[config.mk]
export PLATFORM = sky130hd
export DESIGN_NAME = fifo_uart_tx_flat
export DESIGN_NICKNAME = d
export VERILOG_FILES = /design/src/rtl/fifo_uart_pkg.sv /design/src/rtl/fifo_uart_tx_if.sv /design/src/rtl/fifo_uart_tx_baud_tick.sv /design/src/rtl/fifo_uart_tx.sv /design/src/flat_wrapper.sv
export SDC_FILE = /design/constraint.sdc
export NUM_CORES = 1
export LEC_CHECK = 0
export CAP_MARGIN = 20
export CORE_MARGIN = 5
export CORE_UTILIZATION = 58
export DETAILED_ROUTE_END_ITERATION = 10
export PLACE_DENSITY = 0.89
export SLEW_MARGIN = 5
export SYNTH_ARGS = -nofsm -noshare
export SYNTH_HDL_FRONTEND = slang
export SYNTH_HIERARCHICAL = 1
export SYNTH_SLANG_ARGS = --single-unit
[constraint.sdc]
create_clock -name clk -period 4.7 [get_ports clk]
set_clock_uncertainty 0.1 [all_clocks]
set_input_delay 0.94 -clock clk [delete_from_list [all_inputs] [get_ports clk]]
set_output_delay 0.94 -clock clk [all_outputs]
set_load 0.05 [all_outputs]
[src/rtl/fifo_uart_pkg.sv]
// Shared definitions for the FIFO-fed UART transmitter: FSM state encoding
// and default timing constants.
package fifo_uart_pkg;

    localparam int unsigned CLKS_PER_BIT_DEFAULT = 868;  // 100 MHz / 115200 baud
    localparam int unsigned WORD_WIDTH           = 16;

    typedef enum logic [2:0] {
        IDLE,
        READ,
        LATCH,
        START,
        DATA,
        STOP
    } state_t;

endpackage

[src/rtl/fifo_uart_tx_if.sv]
// Upstream FIFO read port: the transmitter is master (issues the read strobe),
// the FIFO is slave (supplies data and the empty flag).
interface fifo_uart_tx_if
    import fifo_uart_pkg::*;
#(
    parameter int unsigned WIDTH = WORD_WIDTH
);

    logic [WIDTH-1:0] fifo_dout;
    logic             fifo_empty;
    logic             fifo_read;

    modport master (
        input  fifo_dout,
        input  fifo_empty,
        output fifo_read
    );

    modport slave (
        output fifo_dout,
        output fifo_empty,
        input  fifo_read
    );

endinterface

[src/rtl/fifo_uart_tx_baud_tick.sv]
// Bit-period timer: counts clocks since the last clear and pulses tick on the
// final clock of each bit period, then restarts from zero.
module baud_tick
    import fifo_uart_pkg::*;
#(
    parameter int unsigned CLKS_PER_BIT = CLKS_PER_BIT_DEFAULT
) (
    input  logic clk,
    input  logic reset,
    input  logic clear,
    output logic tick
);

    localparam logic [15:0] LAST = 16'(CLKS_PER_BIT - 1);

    logic [15:0] count;

    always_ff @(posedge clk) begin
        if (reset || clear || tick) begin
            count <= '0;
        end else begin
            count <= count + 16'd1;
        end
    end

    always_comb begin
        tick = (count == LAST);
    end

endmodule

[src/rtl/fifo_uart_tx.sv]
// Pulls 16-bit words from an upstream FIFO and sends each as two 8N1 UART
// frames, low byte first, counting completed words.
module fifo_uart_tx
    import fifo_uart_pkg::*;
#(
    parameter int unsigned CLKS_PER_BIT = CLKS_PER_BIT_DEFAULT,
    parameter int unsigned WIDTH        = WORD_WIDTH
) (
    input  logic                  clk,
    input  logic                  reset,
    fifo_uart_tx_if.master        bus,
    output logic                  tx,
    output logic                  busy,
    output logic [7:0]            word_count
);

    state_t           state, state_n;
    logic [2:0]       bit_idx, bit_idx_n;
    logic             byte_sel, byte_sel_n;
    logic [WIDTH-1:0] shift_reg, shift_reg_n;
    logic [7:0]       word_count_n;
    logic             tx_n;
    logic             tick;
    logic             clear;

    baud_tick #(
        .CLKS_PER_BIT(CLKS_PER_BIT)
    ) u_baud_tick (
        .clk  (clk),
        .reset(reset),
        .clear(clear),
        .tick (tick)
    );

    always_ff @(posedge clk) begin
        if (reset) begin
            state      <= IDLE;
            bit_idx    <= '0;
            byte_sel   <= 1'b0;
            shift_reg  <= '0;
            word_count <= '0;
            tx         <= 1'b1;
        end else begin
            state      <= state_n;
            bit_idx    <= bit_idx_n;
            byte_sel   <= byte_sel_n;
            shift_reg  <= shift_reg_n;
            word_count <= word_count_n;
            tx         <= tx_n;
        end
    end

    // The word shifts right once per data bit, so after the low byte's eight
    // shifts the high byte sits in [7:0] and the line always sends bit 0.
    always_comb begin
        state_n      = state;
        bit_idx_n    = bit_idx;
        byte_sel_n   = byte_sel;
        shift_reg_n  = shift_reg;
        word_count_n = word_count;

        unique case (state)
            IDLE: begin
                if (!bus.fifo_empty) state_n = READ;
            end
            READ: begin
                state_n = LATCH;
            end
            LATCH: begin
                shift_reg_n = bus.fifo_dout;
                byte_sel_n  = 1'b0;
                state_n     = START;
            end
            START: begin
                if (tick) begin
                    bit_idx_n = '0;
                    state_n   = DATA;
                end
            end
            DATA: begin
                if (tick) begin
                    shift_reg_n = shift_reg >> 1;
                    if (bit_idx == 3'd7) begin
                        state_n = STOP;
                    end else begin
                        bit_idx_n = bit_idx + 3'd1;
                    end
                end
            end
            STOP: begin
                if (tick) begin
                    if (!byte_sel) begin
                        byte_sel_n = 1'b1;
                        state_n    = START;
                    end else begin
                        word_count_n = word_count + 8'd1;
                        state_n      = IDLE;
                    end
                end
            end
            default: state_n = IDLE;
        endcase
    end

    // tx is registered from the next-state view so the line changes in the
    // same cycle the state does, without decode glitches.
    always_comb begin
        tx_n = 1'b1;
        case (state_n)
            START:   tx_n = 1'b0;
            DATA:    tx_n = shift_reg_n[0];
            default: tx_n = 1'b1;
        endcase
    end

    always_comb begin
        clear         = (state_n != state);
        bus.fifo_read = (state == READ);
        busy          = (state != IDLE);
    end

endmodule

[src/flat_wrapper.sv]
// flat-port wrapper written by rule: the top's interface ports become plain ports
module fifo_uart_tx_flat import fifo_uart_pkg::*;
#(
    parameter int unsigned CLKS_PER_BIT = CLKS_PER_BIT_DEFAULT,
    parameter int unsigned WIDTH        = WORD_WIDTH
)
  (clk, reset, tx, busy, word_count, bus_fifo_dout, bus_fifo_empty, bus_fifo_read);
  fifo_uart_tx_if #(.WIDTH(WIDTH)) bus_i ();
  input  logic clk;
  input  logic reset;
  output logic tx;
  output logic busy;
  output logic [7:0] word_count;
  input wire logic [$bits(bus_i.fifo_dout)-1:0] bus_fifo_dout;
  input wire logic [$bits(bus_i.fifo_empty)-1:0] bus_fifo_empty;
  output wire logic [$bits(bus_i.fifo_read)-1:0] bus_fifo_read;
  assign bus_i.fifo_dout = bus_fifo_dout;
  assign bus_i.fifo_empty = bus_fifo_empty;
  assign bus_fifo_read = bus_i.fifo_read;
  fifo_uart_tx #(.CLKS_PER_BIT(CLKS_PER_BIT), .WIDTH(WIDTH)) u_core (.clk(clk), .reset(reset), .bus(bus_i), .tx(tx), .busy(busy), .word_count(word_count));
endmodule
==> results.py, run 1 <==
metrics = {
    "route": {
        "drt-vias-per-instance": 5.68,
        "drt_pass1_iterations": 4,
        "ant_nets": 0,
        "vias": 1885,
        "drt_first_iter_violations": 151,
        "routed_wl_mm": 4.57,
        "routedWlPerCell_um": 13.8,
        "drc_errors": 0,
    },
    "power": {
        "vdd_drop_max_mv": 0.198,
        "p_leak_nw": 0.902,
        "power.density_mw_per_mm2": 306,
    },
    "setup_path": {
        "regToRegSetupSlack_ns": 1.38,
        "cp_slowest_stage_delay_ns": 0.65,
        "cp.arrival_ns": 3.44,
        "end_kind": "flop",
        "critPathKind": "reg -> reg",
        "worstPathRequired_ns": 4.82,
        "cp_slowest_cell": "or3_1",
        "cp_cell_sequence": "ha_1 -> or3b_2 -> nor4_2 -> buf_4 -> and3_1 -> nor2_1 -> a22oi_1 -> o221ai_1 -> or3_1 -> a21oi_1",
        "worst-r2r-cell-count": 10,
        "cp-start-kind": "flop",
        "path_max_fanout": 16,
    },
    "yosys": {
        "syn_nets": 282,
        "netlist_area_mm2": 0.00225,
        "ys_types": 46,
        "synthTopCellsByArea": "dfxtp_1, xnor2_1, nor2_1",
        "yosysSeqAreaShare": 0.427,
        "synth.most_common_cell": "dfxtp_1",
        "synth.avg_cell_area_um2": 8.71,
        "yosysTopAreaCell": "dfxtp_1",
        "yosys-top-cells-count": "dfxtp_1, nor2_1, nand2_1, a21oi_1",
        "ys_ff_latch": 48,
        "postSynthCellCount": 258,
        "async_flop_share": 0,
        "synth_enable_flop_cells": 0,
        "ys.flop_type": "dfxtp_1",
        "synth_warnings": 6,
        "synth.top_cell.area_share": 0.427,
    },
    "finish": {
        "nNetsFinal": 307,
        "antenna_cells": 0,
        "fin_area_mm2": 0.00264,
        "final_core_util": 0.710,
        "fin_cells": 332,
        "num-fill-cells": 311,
        "drive_above_1_share": 0.0739,
        "area_growth_pct": 17.4,
    },
    "floorplan": {
        "fp.dieH_um": 72.3,
        "rows": 22,
        "ios": 30,
        "initial_core_util": 0.605,
        "die_w_um": 72.3,
        "core_area_mm2": 0.00372,
        "die_area_mm2": 0.00522,
    },
    "clock_network": {
        "clock-sinks": 48,
        "cts_tree": "yes",
        "cts-root-buf": "clkbuf_8",
        "clk_latency_ns": 0.30,
        "hold_buffers": 0,
        "cts_buffer_depth": 2,
        "clk_pin_slew_ns": 0.08,
        "cts_made_buffers": 5,
        "cts_setup_buffers": 0,
        "cts_resized": 0,
        "htreeDepth": 2,
    },
    "placement": {
        "place_area_mm2": 0.00253,
        "dp_cells": 324,
        "gp_congestion": 0.800,
        "dp_hpwl_mm": 3.17,
        "io_buffers": 29,
    },
    "timing": {
        "maxSlewHeadroom": 0.343,
        "slew_viol_final": 0,
        "finalCritPeriodShare": 0.707,
        "min_period_ns": 3.32,
        "rsz0062_at_grt": "no",
        "worst_pin_slew_ns": 0.981,
        "hold_violations": 0,
        "max_freq_ghz": 0.301,
        "fin_hold_ws_ns": 0.362,
        "setup_viol": 0,
        "finalSetupTns_ns": 0,
    },
    "job": {
        "maxCapViolations": 0,
    },
    "min_path": {
        "worstHoldPathType": "reg -> reg",
        "min_path_cells": 2,
    },
    "global_route": {
        "grt_usage": 0.188,
        "grt_overflow": 0,
        "grt_max_degree": 34,
        "grt_pass1_vias": 1827,
        "antenna_found_initial": 0,
        "grt_first_pass_wirelength_mm": 7.83,
    },
    "run_status": {
        "outcome": "finished, final reports clean",
    },
}
-- logic make-up after synthesis --
| kind of cell | after synthesis | share of synthesized area |
|---|---|---|
| AOI/OAI and AO/OA | 46 | 0.132 |
| DFF | 48 | 0.427 |
| and+or+nand+nor | 113 | 0.259 |
| buffers and inverters | 20 | 0.0479 |
| xor gates and xnor gates | 19 | 0.0740 |
| adders and majority gates | 5 | 0.0278 |
| muxes | 7 | 0.0317 |
-- layer usage --
| metal | track usage | wire [um] | share of wire | vias to the layer above |
|---|---|---|---|---|
| li1 | - | - | - | 959 |
| met1 | 0.226 | 2120 | 0.46 | 887 |
| met2 | 0.313 | 2210 | 0.48 | 31 |
| met3 | 0.0402 | 160 | 0.035 | 8 |
| met4 | 0.0981 | 74 | 0.016 | 0 |
| met5 | 0 | 0 | 0 | - |
-- worst max-delay path: cells and delay by family (launching register included) --
kind                     cells  cell delay, ns
adder cells (fa/ha/maj)      1            0.21
buffers and inverters        1            0.23
AND/OR/NAND/NOR              5            1.57
flip-flops                   1            0.43
AO/OA/AOI/OAI                3            0.71
-- through the flow --
step                setup slack (ns)  power, W
floorplan                       1.69  0.000505
global placement                1.61  0.000527
detailed placement              1.40  0.000529
CTS                             1.38  0.000817
global route                    1.15  0.000845
finish                          1.38  0.000809
-- final timing paths --
kind | start | endpoint
min | u_core/shift_reg[12] | u_core/shift_reg[12]
min reg2reg | u_core/shift_reg[12] | u_core/shift_reg[12]
max reg2reg | u_core/u_baud_tick/count[0] | u_core/u_baud_tick/count[13]
max | u_core/u_baud_tick/count[0] | u_core/u_baud_tick/count[13]
-- cells in the final DEF, fill, tap and decap left out, types with 6 or more instances in the layout --
master	Yosys	final
a21oi_1	19	19
nand2_1	28	28
mux2i_1	6	6
inv_1	6	6
clkdlybuf4s50_1	0	29
a22oi_1	16	16
xnor2_1	16	16
nand3_1	8	8
nor2_1	35	35
nand4_1	6	6
dfxtp_1	48	48
-- where the power goes --
part	internal (W)	switching, W	total, W	leakage (nW)
sequential	0.000419	0.0000153	0.000434	0.389
clock	0.000158	0.000130	0.000288	0.0552
combinational	0.0000391	0.0000473	0.0000865	0.458
-- final cells by class --
cell class                 instances  area [um^2]  share of cell area
clock inverter                     2         35.0              0.0133
sequential                        48          961               0.364
timing repair buffer              31          305               0.116
inverter                           7         26.3             0.00995
multi-input combinational        190         1180               0.447
clock buffer                       6         72.6              0.0275
tap                               48         60.1              0.0227
(Power assumes the default switching activity.)
==> run 2, diff against run 1 <==
--- a/config.mk
+++ b/config.mk
@@ -7,9 +7,9 @@
 export LEC_CHECK = 0
 export CAP_MARGIN = 20
 export CORE_MARGIN = 5
-export CORE_UTILIZATION = 58
+export CORE_UTILIZATION = 54
 export DETAILED_ROUTE_END_ITERATION = 10
-export PLACE_DENSITY = 0.89
+export PLACE_DENSITY = 0.85
 export SLEW_MARGIN = 5
 export SYNTH_ARGS = -nofsm -noshare
 export SYNTH_HDL_FRONTEND = slang
==> constraint.sdc (replaced) <==
create_clock -name clk -period 3.3 [get_ports clk]
set_clock_uncertainty 0.1 [all_clocks]
set_input_delay 0.66 -clock clk [delete_from_list [all_inputs] [get_ports clk]]
set_output_delay 0.66 -clock clk [all_outputs]
set_load 0.05 [all_outputs]
==> run 2 against run 1 <==
Net effect: clock power grew 43%; first-iteration DRC count grew 28%; sequential power grew 41%; register-to-register slack lost 1.2 ns; total power grew 43%; sequential cell count is the same; via count grew 0.37%; utilization shrank 4.9 points; die area grew 6.4%; critical path type unchanged; largest cell class unchanged; largest power group unchanged; highest routed layer unchanged.
==> results.py, run 2 (synthesis gave the netlist of run 1 again) <==
metrics = {
    "timing": {
        "worst_pin_slew_ns": 0.900,
        "setup_viol": 0,
        "maxSlewHeadroom": 0.398,
        "min_period_ns": 3.14,
        "rsz0062_at_grt": "no",
        "slew_viol_final": 0,
        "hold_violations": 0,
        "finalSetupTns_ns": 0,
        "max_freq_ghz": 0.319,
        "finalCritPeriodShare": 0.951,
    },
    "finish": {
        "drive_above_1_share": 0.0836,
        "regArea_um2": 961,
        "layout_commonest_cell": "dfxtp_1",
        "num-fill-cells": 356,
        "final_cell_mix": "dfxtp_1, nor2_1, clkdlybuf4s50_1, nand2_1, a21oi_1",
        "multiInputGateArea_mm2": 0.00118,
        "fin_cells": 337,
        "antenna_cells": 0,
        "area_growth_pct": 18.5,
        "nNetsFinal": 310,
    },
    "power": {
        "p_leak_nw": 0.917,
        "vdd_drop_max_mv": 0.275,
        "clkPwrFrac": 0.356,
        "power.density_mw_per_mm2": 435,
        "internal_power_w": 0.000882,
        "p_seq_frac": 0.527,
        "p_comb_frac": 0.118,
        "p_sw_w": 0.000278,
        "p_sw_frac": 0.240,
    },
    "route": {
        "drt-vias-per-instance": 5.61,
        "routedWlPerCell_um": 13.3,
        "vias": 1892,
        "drc_errors": 0,
        "ant_nets": 0,
        "drt_first_iter_violations": 193,
        "routed_wl_mm": 4.47,
        "drt_pass1_iterations": 4,
    },
    "placement": {
        "dp_cells": 329,
        "io_buffers": 29,
        "gp_congestion": 0.812,
        "dp_hpwl_mm": 3.16,
    },
    "min_path": {
        "whs_endpoint": "u_core/shift_reg[7]",
        "worstHoldStart": "u_core/shift_reg[7]",
        "worstHoldPathType": "reg -> reg",
        "min_path_cells": 2,
    },
    "setup_path": {
        "cp-start-kind": "flop",
        "worst-r2r-cell-count": 9,
        "cp_slowest_cell": "or3_1",
        "path_max_fanout": 16,
        "rr_startpoint": "u_core/u_baud_tick/count[0]",
        "cp_cell_sequence": "ha_1 -> or3b_2 -> nor4_2 -> buf_4 -> o22ai_1 -> a22oi_1 -> o221ai_1 -> or3_1 -> a21oi_1",
        "critPathKind": "reg -> reg",
        "cp_slowest_stage_delay_ns": 0.65,
        "cp.arrival_ns": 3.26,
        "regToRegSetupSlack_ns": 0.16,
        "end_kind": "flop",
        "worstPathRequired_ns": 3.43,
        "timing.rr.end": "u_core/u_baud_tick/count[13]",
    },
    "clock_network": {
        "cts_resized": 0,
        "clk_latency_ns": 0.30,
        "clk_pin_slew_ns": 0.08,
        "cts_buffer_depth": 2,
        "cts_setup_buffers": 0,
        "hold_buffers": 0,
        "cts-root-buf": "clkbuf_8",
        "cts_made_buffers": 5,
        "clock-sinks": 48,
        "cts_tree": "yes",
        "htreeDepth": 2,
    },
    "global_route": {
        "grt_max_degree": 29,
        "grt_usage": 0.170,
        "antenna_found_initial": 0,
        "grt_first_pass_wirelength_mm": 7.36,
        "grt_pass1_vias": 1667,
        "grt_overflow": 0,
    },
    "floorplan": {
        "rows": 23,
        "fp.dieH_um": 74.5,
        "die_area_mm2": 0.00555,
        "initial_core_util": 0.558,
        "core_area_mm2": 0.00403,
        "die_w_um": 74.5,
        "ios": 30,
    },
    "run_status": {
        "outcome": "finished, final reports clean",
    },
    "job": {
        "maxCapViolations": 0,
    },
}
==> run 2: cell type report <==
| class | instances | area share |
|---|---|---|
| clock inverters | 2 | 0.0131 |
| well taps | 50 | 0.0235 |
| multi-input cells | 190 | 0.443 |
| flip-flops and latches | 48 | 0.361 |
| inverters | 7 | 0.00986 |
| clock buffers | 6 | 0.0272 |
| repair buffers | 34 | 0.123 |
==> run 2: per-layer routing <==
layer	up-vias	routed length, um	GRT usage
li1	957	-	-
met1	881	2080	0.229
met2	49	2090	0.260
met3	5	255	0.0446
met4	0	47	0.0632
met5	-	0	0
==> run 2: worst max path at each step <==
stage | from | depth (start not counted) | end
global placement | u_core/u_baud_tick/count[0] | 9 | u_core/u_baud_tick/count[13]
global route | u_core/u_baud_tick/count[0] | 9 | u_core/u_baud_tick/count[13]
CTS | u_core/u_baud_tick/count[0] | 9 | u_core/u_baud_tick/count[13]
floorplan | u_core/u_baud_tick/count[0] | 12 | u_core/u_baud_tick/count[14]
finish | u_core/u_baud_tick/count[0] | 9 | u_core/u_baud_tick/count[13]
detailed placement | u_core/u_baud_tick/count[0] | 9 | u_core/u_baud_tick/count[13]
==> run 2: power groups by stage <==
| stage | registers (W) | logic, W | clock network (W) |
|---|---|---|---|
| 2_1_floorplan | 0.000623 | 0.0000958 | 0 |
| 3_3_place_gp | 0.000623 | 0.000135 | 0 |
| 3_5_place_dp | 0.000624 | 0.000136 | 0 |
| 4_1_cts | 0.000611 | 0.000136 | 0.000421 |
| 5_1_grt | 0.000613 | 0.000148 | 0.000445 |
| 6_report | 0.000611 | 0.000136 | 0.000413 |
==> run 2: worst max-delay path, delay by kind of cell, from the launching register on <==
kind,cells,cell delay [ns]
AND/OR/NAND/NOR,3,1.34
AO/OA/AOI/OAI,4,0.76
flip-flops,1,0.41
adder cells (fa/ha/maj),1,0.20
buffers and inverters,1,0.25
==> run 2: through the flow <==
| step | setup slack [ns] | hold WS [ns] | cell area (um^2) | utilization | power, W |
|---|---|---|---|---|---|
| 6_report | 0.162 | 0.356 | 2670 | 0.661 | 0.00116 |
| 5_1_grt | 0.0298 | 0.381 | 2670 | 0.661 | 0.00121 |
| 4_1_cts | 0.176 | 0.360 | 2670 | 0.661 | 0.00117 |
| 3_5_place_dp | 0.206 | 0.348 | 2560 | 0.635 | 0.000761 |
| 3_3_place_gp | 0.347 | 0.341 | 2560 | 0.635 | 0.000758 |
| 2_1_floorplan | 0.285 | 0.336 | 2250 | - | 0.000719 |
==> run 3, diff against run 2 <==
--- a/config.mk
+++ b/config.mk
@@ -9,7 +9,7 @@
 export CORE_MARGIN = 5
 export CORE_UTILIZATION = 54
 export DETAILED_ROUTE_END_ITERATION = 10
-export PLACE_DENSITY = 0.85
+export PLACE_DENSITY = 0.82
 export SLEW_MARGIN = 5
 export SYNTH_ARGS = -nofsm -noshare
 export SYNTH_HDL_FRONTEND = slang
==> run 3 against run 2 <==
Net effect: global-route usage is 1.1 points higher; cell area down 0.99%; largest power group unchanged; total power fell by 4.1%; combinational power is 7% lower; clock power fell by 11%; sequential cell count unchanged; final cell count fell by 0.89%; setup slack improved by 0.20 ns; highest routed layer unchanged; maximum frequency up 6.9%; utilization shrank 0.65 points; largest cell class unchanged; routed wire length increased by 3.0%.
==> results.py, run 3 (synthesis gave the netlist of run 1 again) <==
metrics = {
    "setup_path": {
        "critPathKind": "reg -> reg",
        "worstPathRequired_ns": 3.45,
        "end_kind": "flop",
        "path_max_fanout": 16,
        "cp-start-kind": "flop",
        "cp_cell_sequence": "ha_1 -> or3b_2 -> nor4_2 -> buf_4 -> o22ai_1 -> a22oi_1 -> o221ai_1 -> or3_4 -> a21oi_1",
        "cp_slowest_cell": "or3_4",
        "cp.arrival_ns": 3.08,
        "path_buf_inv": 1,
        "cp_slowest_stage_delay_ns": 0.52,
        "crit_family": "simple AND/OR/NAND/NOR gates",
    },
    "finish": {
        "nNetsFinal": 308,
        "layout_commonest_cell": "dfxtp_1",
        "drive_above_1_share": 0.0810,
        "area_growth_pct": 17.4,
        "antenna_cells": 0,
        "final_cell_mix": "dfxtp_1, nor2_1, clkdlybuf4s50_1, nand2_1, a21oi_1",
    },
    "global_route": {
        "grt_overflow": 0,
        "grt_pass1_vias": 1689,
        "antenna_found_initial": 0,
        "grt_max_degree": 34,
        "grt_usage": 0.180,
        "grt_first_pass_wirelength_mm": 7.67,
    },
    "power": {
        "vdd_drop_max_mv": 0.292,
        "p_leak_nw": 0.900,
        "power.density_mw_per_mm2": 422,
        "p_total_w": 0.00111,
    },
    "clock_network": {
        "htreeDepth": 2,
        "cts-root-buf": "clkbuf_8",
        "clk_pin_slew_ns": 0.09,
        "cts_made_buffers": 5,
        "hold_buffers": 0,
        "cts_tree": "yes",
        "cts_setup_buffers": 0,
        "clk_latency_ns": 0.31,
        "clock-sinks": 48,
        "cts_buffer_depth": 2,
    },
    "min_path": {
        "worstHoldPathType": "reg -> reg",
    },
    "route": {
        "ant_nets": 0,
        "drt_first_iter_violations": 135,
        "vias": 1853,
        "drc_errors": 0,
        "drt-vias-per-instance": 5.55,
        "routed_wl_mm": 4.60,
        "drt_pass1_iterations": 4,
        "routedWlPerCell_um": 13.8,
    },
    "placement": {
        "gp_congestion": 0.918,
        "dp_hpwl_mm": 3.19,
        "io_buffers": 29,
    },
    "timing": {
        "rsz0062_at_grt": "no",
        "finalCritPeriodShare": 0.889,
        "setup_viol": 0,
        "hold_violations": 0,
        "finalSetupTns_ns": 0,
        "slew_viol_final": 0,
        "max_freq_ghz": 0.341,
        "maxSlewHeadroom": 0.382,
        "min_period_ns": 2.93,
        "worst_pin_slew_ns": 0.924,
    },
    "floorplan": {
        "die_area_mm2": 0.00555,
        "ios": 30,
        "die_w_um": 74.5,
        "initial_core_util": 0.558,
        "rows": 23,
        "fp.dieH_um": 74.5,
        "core_area_mm2": 0.00403,
    },
    "run_status": {
        "outcome": "finished, final reports clean",
    },
    "job": {
        "maxCapViolations": 0,
    },
}
## run 3: cell types whose count changed in the layout (fill, tap and decap cells not counted)
cell / before / now
buf_4: 5 / 3
bufinv_16: 1 / 0
clkbuf_1: 1 / 0
clkbuf_8: 5 / 6
clkinv_2: 1 / 0
clkinv_4: 0 / 1
or3_1: 1 / 0
or3_4: 0 / 1
## run 3: cell type report
class                   count  area [um^2]
clock inverters             1         8.76
flip-flops and latches     48          961
well taps                  50         62.6
repair buffers             32          313
multi-input cells         190         1180
inverters                   7         26.3
clock buffers               6         82.6
fillers                   334         1390
## run 3: metal layers
metal  up-vias  routed length (um)  GRT usage
li1        958                   -          -
met3         8                 235     0.0527
met4         0                  71     0.0652
met5         -                   0          0
met1       851                2120      0.232
met2        36                2180      0.287
## run 3: per-stage QoR
stage	setup WS, ns	cell area (um^2)	utilization	hold WS, ns	std cells
floorplan	0.285	2250	-	0.336	258
global placement	0.323	2540	0.631	0.341	327
detailed placement	0.204	2540	0.631	0.350	327
CTS	0.195	2630	0.654	0.362	334
global route	0.134	2640	0.655	0.386	334
finish	0.365	2640	0.655	0.363	334
## run 3: what timing repair did
item	in CTS	in global routing
endpoints found under the setup margin	0	1
gates resized for setup	0	1
hold endpoints to repair	0	0
## run 3: path summary, 6_finish.rpt
check	startpoint	end	slack [ns]	cells after the start
worst max-delay path	u_core/u_baud_tick/count[0]	u_core/u_baud_tick/count[13]	0.37	9
worst min-delay path	u_core/shift_reg[8]	u_core/shift_reg[8]	0.36	2
worst max register to register	u_core/u_baud_tick/count[0]	u_core/u_baud_tick/count[13]	0.37	9
worst min register to register	u_core/shift_reg[8]	u_core/shift_reg[8]	0.36	2
## run 3: power by group
part	switching (W)	internal, W	total [W]
clock	0.000200	0.000167	0.000368
sequential	0.0000214	0.000597	0.000618
combinational	0.0000681	0.0000587	0.000127
## run 3: tightest hold or removal path, stage by stage (launching register included)
cell and delay (ns):
dfxtp_1 0.32, nand2_1 0.05, a21oi_1 0.05
